### src/rtl/antisat_pkg.sv
// Shared types and helpers for the sequential Anti-SAT lock.
// key_t is a fixed-width container so the helpers serve any N up to MAX_N;
// callers zero-extend their N-bit values and pass N as the active width.
package antisat_pkg;

    localparam int MAX_N = 64;

    typedef logic [MAX_N-1:0] key_t;

    typedef enum logic [1:0] {
        ST_IDLE,
        ST_LOAD,
        ST_COMMIT
    } state_t;

    // Locked-by-default key half: the low n bits are set to fill.
    // Use fill=1 for K1 (all ones) and fill=0 for K2 (all zeros).
    function automatic key_t default_key(input int n, input logic fill);
        key_t k;
        k = '0;
        for (int i = 0; i < MAX_N; i++) begin
            if (i < n) k[i] = fill;
        end
        return k;
    endfunction

    // Anti-SAT flip bit over the low n bits:
    // g = &(x ^ k1), g-bar = ~&(x ^ k2), signal = g & g-bar.
    // Equal key halves make g and &(x ^ k2) identical, so the signal is 0.
    function automatic logic antisat_sig(input key_t x, input key_t k1,
                                         input key_t k2, input int n);
        logic a;
        logic b;
        a = 1'b1;
        b = 1'b1;
        for (int i = 0; i < MAX_N; i++) begin
            if (i < n) begin
                a = a & (x[i] ^ k1[i]);
                b = b & (x[i] ^ k2[i]);
            end
        end
        return a & ~b;
    endfunction

endpackage

### src/rtl/antisat_key_loader.sv
// Serial key loader for the Anti-SAT lock.
// Key bits are shifted into a shadow register (bit 0 first: K1 LSB..MSB,
// then K2 LSB..MSB) and only copied to the active key in a single COMMIT
// cycle, so a partial or aborted load never disturbs the active key.
//
// state     | meaning
// ----------+-----------------------------------------------------------
// ST_IDLE   | waiting for key_start; key_valid ignored
// ST_LOAD   | shifting key bits; key_start restarts the count
// ST_COMMIT | one cycle: shadow -> active key, key_loaded set
module antisat_key_loader
    import antisat_pkg::*;
#(
    parameter int N = 8
) (
    input  logic         clk,
    input  logic         rst,
    input  logic         key_start,
    input  logic         key_bit,
    input  logic         key_valid,
    output logic         key_ready,
    output logic         key_busy,
    output logic         key_loaded,
    output logic [N-1:0] k1,
    output logic [N-1:0] k2
);

    localparam int KW = 2 * N;
    localparam int CW = $clog2(KW);
    localparam logic [CW-1:0] LAST_BIT = CW'(KW - 1);
    localparam key_t K1_RST = default_key(N, 1'b1);
    localparam key_t K2_RST = default_key(N, 1'b0);

    state_t          state;
    logic [CW-1:0]   cnt;
    logic [KW-1:0]   shadow;

    // Key-load FSM with registered handshake flags and active key registers.
    always_ff @(posedge clk) begin
        if (rst) begin
            state      <= ST_IDLE;
            cnt        <= '0;
            shadow     <= '0;
            k1         <= K1_RST[N-1:0];
            k2         <= K2_RST[N-1:0];
            key_ready  <= 1'b1;
            key_busy   <= 1'b0;
            key_loaded <= 1'b0;
        end else begin
            case (state)
                ST_IDLE: begin
                    if (key_start) begin
                        state     <= ST_LOAD;
                        cnt       <= '0;
                        key_ready <= 1'b0;
                        key_busy  <= 1'b1;
                    end
                end
                ST_LOAD: begin
                    // Restart wins over a coincident valid bit; old shadow
                    // bits are simply overwritten by the new load.
                    if (key_start) begin
                        cnt <= '0;
                    end else if (key_valid) begin
                        shadow[cnt] <= key_bit;
                        if (cnt == LAST_BIT) begin
                            cnt   <= '0;
                            state <= ST_COMMIT;
                        end else begin
                            cnt <= cnt + 1'b1;
                        end
                    end
                end
                ST_COMMIT: begin
                    k1         <= shadow[N-1:0];
                    k2         <= shadow[KW-1:N];
                    key_loaded <= 1'b1;
                    key_ready  <= 1'b1;
                    key_busy   <= 1'b0;
                    state      <= ST_IDLE;
                end
                default: begin
                    state     <= ST_IDLE;
                    cnt       <= '0;
                    key_ready <= 1'b1;
                    key_busy  <= 1'b0;
                end
            endcase
        end
    end

endmodule

### src/rtl/antisat_seq_lock.sv
// Sequential Anti-SAT lock: serially loaded 2N-bit key, Anti-SAT flip bit
// computed from N primary inputs and XORed onto NCH protected nets.
// Build option ANTISAT_REG_OUT_EN registers sig_out/d_out (1-cycle latency,
// reset to 0); without it the output path is purely combinational.
module antisat_seq_lock
    import antisat_pkg::*;
#(
    parameter int N   = 8,
    parameter int NCH = 1
) (
    input  logic           clk,
    input  logic           rst,
    input  logic [N-1:0]   x_in,
    input  logic [NCH-1:0] d_in,
    output logic [NCH-1:0] d_out,
    output logic           sig_out,
    input  logic           key_start,
    input  logic           key_bit,
    input  logic           key_valid,
    output logic           key_ready,
    output logic           key_busy,
    output logic           key_loaded
);

    logic [N-1:0]   k1;
    logic [N-1:0]   k2;
    logic           sig_comb;
    logic [NCH-1:0] d_comb;

    antisat_key_loader #(
        .N (N)
    ) u_loader (
        .clk        (clk),
        .rst        (rst),
        .key_start  (key_start),
        .key_bit    (key_bit),
        .key_valid  (key_valid),
        .key_ready  (key_ready),
        .key_busy   (key_busy),
        .key_loaded (key_loaded),
        .k1         (k1),
        .k2         (k2)
    );

    assign sig_comb = antisat_sig(key_t'(x_in), key_t'(k1), key_t'(k2), N);
    assign d_comb   = d_in ^ {NCH{sig_comb}};

`ifdef ANTISAT_REG_OUT_EN
    // Registered output stage: one cycle behind x_in/d_in and the active key.
    always_ff @(posedge clk) begin
        if (rst) begin
            sig_out <= 1'b0;
            d_out   <= '0;
        end else begin
            sig_out <= sig_comb;
            d_out   <= d_comb;
        end
    end
`else
    assign sig_out = sig_comb;
    assign d_out   = d_comb;
`endif

endmodule

### config.mk
export PLATFORM = sky130hd
export DESIGN_NAME = antisat_seq_lock
export DESIGN_NICKNAME = d
export VERILOG_FILES = /design/src/rtl/antisat_pkg.sv /design/src/rtl/antisat_key_loader.sv /design/src/rtl/antisat_seq_lock.sv
export SDC_FILE = /design/constraint.sdc
export NUM_CORES = 1
export LEC_CHECK = 0
export BUFFER_PORTS_ARGS = -buffer_cell sky130_fd_sc_hd__buf_2
export CORE_MARGIN = 1
export CORE_UTILIZATION = 45
export DETAILED_ROUTE_END_ITERATION = 8
export HOLD_SLACK_MARGIN = 0.08
export MAX_ROUTING_LAYER = met4
export PLACE_DENSITY = 0.71
export SKIP_LAST_GASP = 1
export SLEW_MARGIN = 20
export SYNTH_ARGS = -nofsm -noshare
export SYNTH_HDL_FRONTEND = slang
export SYNTH_SLANG_ARGS = --single-unit
### constraint.sdc
create_clock -name clk -period 1.6 [get_ports clk]
set_input_delay 0.24 -clock clk [delete_from_list [all_inputs] [get_ports clk]]
set_output_delay 0.24 -clock clk [all_outputs]
set_load 0.01 [all_outputs]
==> results of run 1 <==
registers in the layout, indices dropped and copies added (netlist names):
name	count
u_loader.key_loaded	1
u_loader.shadow	16
u_loader.cnt	4
u_loader.state	2
u_loader.key_busy	1
u_loader.key_ready	1
u_loader.k1	8
u_loader.k2	8
stage by stage:
step / hold slack (ns) / instance area (um^2) / setup slack [ns] / std cells / TNS [ns]
final: 0.283 / 2090 / -0.165 / 284 / -0.198
after CTS: 0.273 / 2080 / -0.196 / 284 / -0.254
after global routing: 0.318 / 2090 / -0.270 / 284 / -0.388
after global placement: 0.438 / 1980 / 0.124 / 276 / 0
after detailed placement: 0.441 / 1980 / 0.0716 / 276 / 0
after floorplan: 0.339 / 1870 / 0.205 / 218 / 0
final timing paths:
| path | startpoint | to | cells past startpoint |
|---|---|---|---|
| min | key_start | u_loader.state[0] | 3 |
| min reg2reg | u_loader.key_busy | u_loader.key_busy | 2 |
| max reg2reg | u_loader.state[1] | u_loader.shadow[13] | 5 |
| max | u_loader.k1[5] | d_out | 5 |
where the power goes:
group	switching [uW]	internal [uW]	leakage, uW	total (uW)
Combinational	62.2	48.4	0.000562	111
Sequential	6.32	1030	0.000330	1030
Clock	345	302	0.0000450	648
Total	414	1380	0.000937	1790
cell usage after synthesis (2+ instances only):
library cell	number	area share (%)
dfxtp_1	41	44
nand2_1	37	7.4
nor2_1	23	4.6
mux2i_1	15	8.0
a21oi_1	14	3.8
nand3_1	14	3.8
nand3b_1	9	3.6
xor2_1	9	4.2
clkbuf_1	8	1.6
xnor2_1	8	3.8
nand4_1	5	1.7
buf_2	4	1.1
ha_1	4	2.7
inv_1	4	0.80
nor3_1	3	0.80
nand2b_1	2	0.67
nor2b_1	2	0.67
nor4_1	2	0.67
logic make-up (layout without fill, tap and decap cells):
group	after synthesis	in the layout
multiplexers	15	15
flip-flops	41	41
buffers and inverters	18	34
XOR/XNOR	17	17
AO/OA/AOI/OAI	21	21
AND/OR/NAND/NOR	102	102
adder cells (fa/ha/maj)	4	4
worst max-delay path: stages (launching register included):
cell     delay (ns)
dfxtp_2        0.33
xnor2_1        0.13
nor4_2         0.29
o211a_1        0.22
xor2_1         0.13
buf_2          0.14
area by class of cell:
cell class | count | area [um^2]
Fill cell | 389 | 1910
Multi-Input combinational cell | 159 | 983
Sequential cell | 41 | 823
Timing Repair Buffer | 22 | 120
Clock buffer | 6 | 72.6
Tap cell | 50 | 62.6
Inverter | 4 | 15.0
Clock inverter | 2 | 10.0
metal layers:
metal	vias to the layer above	wire (um)	global-route usage [%]
met2	21	1640	31.5
met3	6	107	4.14
li1	758	-	-
met1	661	1740	21.8
met4	0	74	7.98
met5	-	0	-
what timing repair did:
item | 4_1_cts | 5_1_grt
endpoints found under the setup margin | 2 | 2
pin swaps | 4 | 2
hold buffers | 0 | 0
resized for setup | 3 | 2
setup buffers | 0 | 0
==> results by group, run 1 <==
Floorplanning
  • Core area: 4000 um^2
  • Initial Util: 46.7%
  • Die H: 66.4 um
  • Die X: 66.4 um
  • Die footprint: 4410 um^2
  • FP Rows: 23
  • Top Ports: 19

Power
  • Peak VDD IR: 334 uV
  • Final Power: 1790 uW
  • Leak: 0.000937 uW
  • PD cells: 858 nW/um^2

Global routing
  • Initial antenna violation count: 0
  • Vias in the first global route: 1358
  • First-pass GRT wire length: 6000 um
  • Largest net degree at the start of global routing: 42
  • Total global-route track usage: 18.9%
  • GRT overflow: 0

CTS
  • CTS HTree Levels: 2
  • TritonCTS clock tree: built
  • Reg clk slew, reported paths: 0.08 ns
  • CTS Sinks: 41
  • Max clock buf depth: 2
  • Root Buffer: clkbuf_8
  • Worst-Skew Late Latency: 0.29 ns
  • Num CTS Buffers: 5

Synthesis
  • Primary FF master, synth: dfxtp_1
  • Synth Area in XOR/XNOR: 7.97%
  • Ys Warns: 0
  • Post-synth cell types: 32
  • Post-synthesis mux area share: 8.04%
  • Fraction of registers with async set/reset: 0%
  • Adder-cell share of the synthesized area: 2.68%
  • Post-synth EDFFs: 0
  • Net count after synthesis: 236
  • Cells after synthesis: 218
  • Mapped Avg Cell Area: 8.57 um^2
  • Synthesized area: 1870 um^2
  • Sequential area share after synthesis: 43.9%
  • Synthesized flop and latch total: 41
  • Largest family of logic cells by synthesized area: simple AND/OR/NAND/NOR gates
  • Complex-gate fraction of the synthesized area: 6.50%
  • Synth Area in Simple Gates: 26.4%

STA
  • Worst Skew: 0.00589 ns
  • Final Hold Fails: 0
  • Upper clock frequency limit: 566 MHz
  • Final min period: 1.77 ns
  • Final worst-path cycle share: 110%
  • Max-slew violation count: 0
  • Setup Viol. Count Final: 2
  • Worst Tran Pin Value: 0.680 ns
  • Fin worst setup slack: -0.165 ns
  • Worst rel slew slack: 54.7%
  • RSZ-0062 raised after global routing: true

Worst setup path
  • Critical Path Fanout Max: 2
  • R2R setup slack: 0.16 ns
  • Worst path required time: 1.36 ns
  • Crit Path Category: reg2out
  • Endpoint class of the critical path: output pin
  • CP startpoint kind: flip-flop
  • Worst EP arrival: 1.53 ns

Job
  • Max-cap check violation count: 0

Detailed routing
  • Final ANT Viol Nets: 0
  • Drt pass-1 iters: 4
  • Drc violations: 0
  • Initial detailed-routing violation count: 63
  • Via density: 5.09
  • Routed wire length: 3550 um
  • Vias: 1446
  • WL/cell: 12.5 um

Place
  • Port Buffers: 18
  • GPL Wtd Cong: 0.774
  • Hpwl dp: 2410 um

Cells and area
  • Antenna cells: 0
  • Share of cells above drive strength 1: 15.0%
  • Final net count: 251
  • Layout area overhead: 11.7%
  • Post-layout util: 52.2%
  • Commonest non-fill, non-tap cell in the layout: dfxtp_1
  • Commonest non-fill, non-tap cells in the layout: 39 x dfxtp_1, 37 x nand2_1, 23 x nor2_1, 18 x buf_2, 15 x mux2i_1

Hold path
  • HP Class: in2reg

Outcome
  • Status: finished, violations left
  • Failing checks: negative setup slack
(Power assumes the default switching activity.)
==> run 2, diff against run 1 <==
--- a/config.mk
+++ b/config.mk
@@ -5,13 +5,15 @@
 export SDC_FILE = /design/constraint.sdc
 export NUM_CORES = 1
 export LEC_CHECK = 0
+export ABC_AREA = 1
 export BUFFER_PORTS_ARGS = -buffer_cell sky130_fd_sc_hd__buf_2
 export CORE_MARGIN = 1
 export CORE_UTILIZATION = 45
 export DETAILED_ROUTE_END_ITERATION = 8
 export HOLD_SLACK_MARGIN = 0.08
 export MAX_ROUTING_LAYER = met4
-export PLACE_DENSITY = 0.71
+export PLACE_DENSITY = 0.7
+export RECOVER_POWER = 25
 export SKIP_LAST_GASP = 1
 export SLEW_MARGIN = 20
 export SYNTH_ARGS = -nofsm -noshare
==> results by group, run 2 <==
Synthesis
  • Ys Warns: 0 (unchanged)
  • Net count after synthesis: 326 (was 236)
  • Synthesized flop and latch total: 41 (unchanged)
  • Sequential area share after synthesis: 40.8% (was 43.9%)
  • Count leader, synth: nand2_1 (was dfxtp_1)
  • Primary FF master, synth: dfxtp_1 (unchanged)
  • Top-area cell type share of the netlist area: 40.8% (was 43.9%)
  • Synth top cells by count: 79 x nand2_1, 56 x nor2_1, 41 x dfxtp_1, 34 x inv_1, 14 x nor3_1 (was 41 x dfxtp_1, 37 x nand2_1, 23 x nor2_1, 15 x mux2i_1)
  • Cells after synthesis: 308 (was 218)
  • Fraction of registers with async set/reset: 0% (unchanged)
  • Post-synth cell types: 22 (was 32)
  • Top cells by area, synth: dfxtp_1 41%, nand2_1 15%, nor2_1 10% (was dfxtp_1 44%, mux2i_1 8.0%, nand2_1 7.4%)
  • Mapped Avg Cell Area: 6.52 um^2 (was 8.57 um^2)
  • Yosys top cell by area: dfxtp_1 (unchanged)
  • Synthesized area: 2010 um^2 (was 1870 um^2)
  • Post-synth EDFFs: 0 (unchanged)

Worst setup path
  • Worst path required time: 1.36 ns (about the same)
  • Crit-path max cell delay: 0.34 ns (was 0.33 ns)
  • Crit-path slowest cell: dfxtp_2 (unchanged)
  • WP depth: 10 (was 5)
  • Critical Path Fanout Max: 2 (unchanged)
  • Reg2reg path depth: 6 (was 5)
  • Critical Path, Cell by Cell: inv_2 > nand2_1 > nand2_1 > nor2_1 > nand2_1 > nor2_2 > nand2_1 > nand2_1 > nand2_1 > buf_2 (was xnor2_1 > nor4_2 > o211a_1 > xor2_1 > buf_2)
  • Worst EP arrival: 1.36 ns (was 1.53 ns)
  • CP startpoint kind: flip-flop (unchanged)
  • Crit-path most repeated cell: nand2_1
  • Bufs and invs on worst path: 2 (was 1)
  • CP top delay family: simple AND/OR/NAND/NOR gates (was flip-flops)
  • Crit Path Category: reg2out (unchanged)
  • Endpoint class of the critical path: output pin (unchanged)

Power
  • Logic pwr share: 8.2% (was 6.2%)
  • Int Power: 1390 uW (was 1380 uW)
  • Peak VDD IR: 408 uV (was 334 uV)
  • Clk network pwr share: 35.8% (was 36.2%)
  • Leak: 0.00111 uW (was 0.000937 uW)
  • NetSw: 466 uW (was 414 uW)
  • Sw Ratio: 25.2% (was 23.1%)
  • PD cells: 819 nW/um^2 (was 858 nW/um^2)
  • Final Power: 1850 uW (was 1790 uW)
  • Sequential power share: 56.0% (was 57.7%)

Detailed routing
  • Via density: 4.74 (was 5.09)
  • Routed wl met3: 121 um (was 107 um)
  • Initial detailed-routing violation count: 82 (was 63)
  • Drt pass-1 iters: 4 (unchanged)
  • Routed length on met1: 2040 um (was 1740 um)
  • WL/cell: 10.4 um (was 12.5 um)
  • Routed wl met2: 1760 um (was 1640 um)
  • Drc violations: 0 (unchanged)
  • Routed wire length: 3970 um (was 3550 um)
  • Highest metal used: met4 (unchanged)
  • Final ANT Viol Nets: 0 (unchanged)
  • Vias: 1803 (was 1446)

CTS
  • TritonCTS clock tree: built (unchanged)
  • Max clock buf depth: 2 (unchanged)
  • Root Buffer: clkbuf_8 (unchanged)
  • Worst-Skew Late Latency: 0.29 ns (about the same)
  • CTS HTree Levels: 2 (unchanged)
  • Reg clk slew, reported paths: 0.08 ns (about the same)
  • Num CTS Buffers: 5 (unchanged)
  • CTS Sinks: 41 (unchanged)

STA
  • Final worst-path cycle share: 99.8% (was 110%)
  • Worst Tran Pin Value: 0.363 ns (was 0.680 ns)
  • Final Hold Fails: 0 (unchanged)
  • Upper clock frequency limit: 626 MHz (was 566 MHz)
  • Setup Viol. Count Final: 0 (was 2)
  • Worst Skew: 0.00800 ns (was 0.00589 ns)
  • Final min period: 1.60 ns (was 1.77 ns)
  • RSZ-0062 raised after global routing: true (unchanged)
  • Max-slew violation count: 0 (unchanged)
  • Worst rel slew slack: 75.8% (was 54.7%)
  • WHS: 0.196 ns (was 0.283 ns)

Place
  • Port Buffers: 18 (unchanged)
  • GPL Wtd Cong: 0.797 (was 0.774)
  • Hpwl dp: 2920 um (was 2410 um)

Floorplanning
  • Die X: 68.8 um (was 66.4 um)
  • Top Ports: 19 (unchanged)
  • Initial Util: 48.5% (was 46.7%)
  • Die H: 68.8 um (was 66.4 um)
  • Die footprint: 4740 um^2 (was 4410 um^2)
  • FP Rows: 23 (unchanged)
  • Core area: 4140 um^2 (was 4000 um^2)

Job
  • Max-cap check violation count: 0 (unchanged)

Global routing
  • Vias in the first global route: 1538 (was 1358)
  • GRT overflow: 0 (unchanged)
  • Initial antenna violation count: 0 (unchanged)
  • Largest net degree at the start of global routing: 33 (was 42)
  • Total global-route track usage: 19.6% (was 18.9%)
  • First-pass GRT wire length: 6600 um (was 6000 um)

Cells and area
  • Top flop regs: u_loader.shadow x16, u_loader.k1 x8, u_loader.k2 x8 (unchanged)
  • Share of cells above drive strength 1: 15.5% (was 15.0%)
  • Layout area overhead: 12.5% (was 11.7%)
  • Antenna cells: 0 (unchanged)
  • Commonest non-fill, non-tap cells in the layout: 78 x nand2_1, 55 x nor2_1, 35 x dfxtp_1, 34 x inv_1, 16 x o21ai_0 (was 39 x dfxtp_1, 37 x nand2_1, 23 x nor2_1, 18 x buf_2, 15 x mux2i_1)
  • Fill cells: 396 (was 389)
  • Largest reg by FF count: u_loader.shadow (unchanged)
  • Final net count: 347 (was 251)
  • Largest register FFs: 16 (unchanged)
  • Commonest non-fill, non-tap cell in the layout: nand2_1 (was dfxtp_1)

Outcome
  • Status: complete, no violations (was finished, violations left)

Hold path
  • Hold Path Depth: 2 (was 3)
  • HP Class: in2reg (unchanged)
-- run 2: cell types whose count changed in the layout (fill, tap and decap cells not counted), sizes merged, moves of 8 or more --
cell	change
inv	+39
mux2i	-15
nand2	+47
nand3b	-9
nor2	+36
nor3	+11
o21ai	+23
xnor2	-8
xor2	-8
-- run 2: worst register-to-register path, stage by stage (launching register included) --
cell     delay (ns)
dfxtp_1        0.39
ha_1           0.22
nand2_1        0.08
o21ai_0        0.23
nor2_1         0.07
o21ai_1        0.21
nor2_1         0.07
-- run 2: repair_timing --
action                                  4_1_cts  5_1_grt
resized for setup                             2        8
setup buffers                                 0        1
pin swaps                                     3        2
hold buffers                                  0        0
endpoints found under the setup margin        2        2
-- run 2: logic make-up after synthesis --
group	after synthesis	synth area share (%)
buf+inv	50	9.65
compound gates	47	12.8
xor+xnor	1	0.436
flops	41	40.8
fa+ha+maj	4	2.49
simple gates	165	33.7
-- run 2: final cells by class --
cell class	instances	area [um^2]	area share (%)
multi-input combinational	217	1000	44.2
clock inverter	3	17.5	0.775
tap	50	62.6	2.77
clock buffer	5	68.8	3.05
sequential	41	828	36.7
inverter	43	164	7.25
timing repair buffer	21	119	5.26
-- run 2: power by group through the flow --
stage	logic (uW)	registers, uW	clock network (uW)
5_1_grt	175	1040	729
3_5_place_dp	153	1060	0
3_3_place_gp	150	1060	0
4_1_cts	153	1040	674
2_1_floorplan	95.1	1060	0
6_report	152	1040	662
-- run 2: worst paths after layout --
kind	endpoint	slack (ns)	from
max reg2reg	u_loader.cnt[3]	0.22	u_loader.cnt[1]
min reg2reg	u_loader.shadow[7]	0.46	u_loader.shadow[7]
max	d_out	0.004	u_loader.k1[6]
min	u_loader.cnt[1]	0.20	rst
-- run 2: routing by layer --
layer	global-route usage, %	vias up
met5	-	-
met4	7.65	0
met3	4.93	5
met2	30.3	21
met1	24.6	773
li1	-	1004
-- run 2: metrics by stage --
stage | utilization (%) | setup TNS (ns) | instance area (um^2) | setup WS [ns] | instances
after CTS | 54.3 | -0.0409 | 2250 | -0.0409 | 379
after global routing | 54.5 | -0.292 | 2260 | -0.179 | 380
after detailed placement | 52.1 | 0 | 2160 | 0.249 | 371
after floorplan | - | 0 | 2010 | 0.465 | 308
final | 54.5 | 0 | 2260 | 0.00373 | 380
after global placement | 52.1 | 0 | 2160 | 0.280 | 371
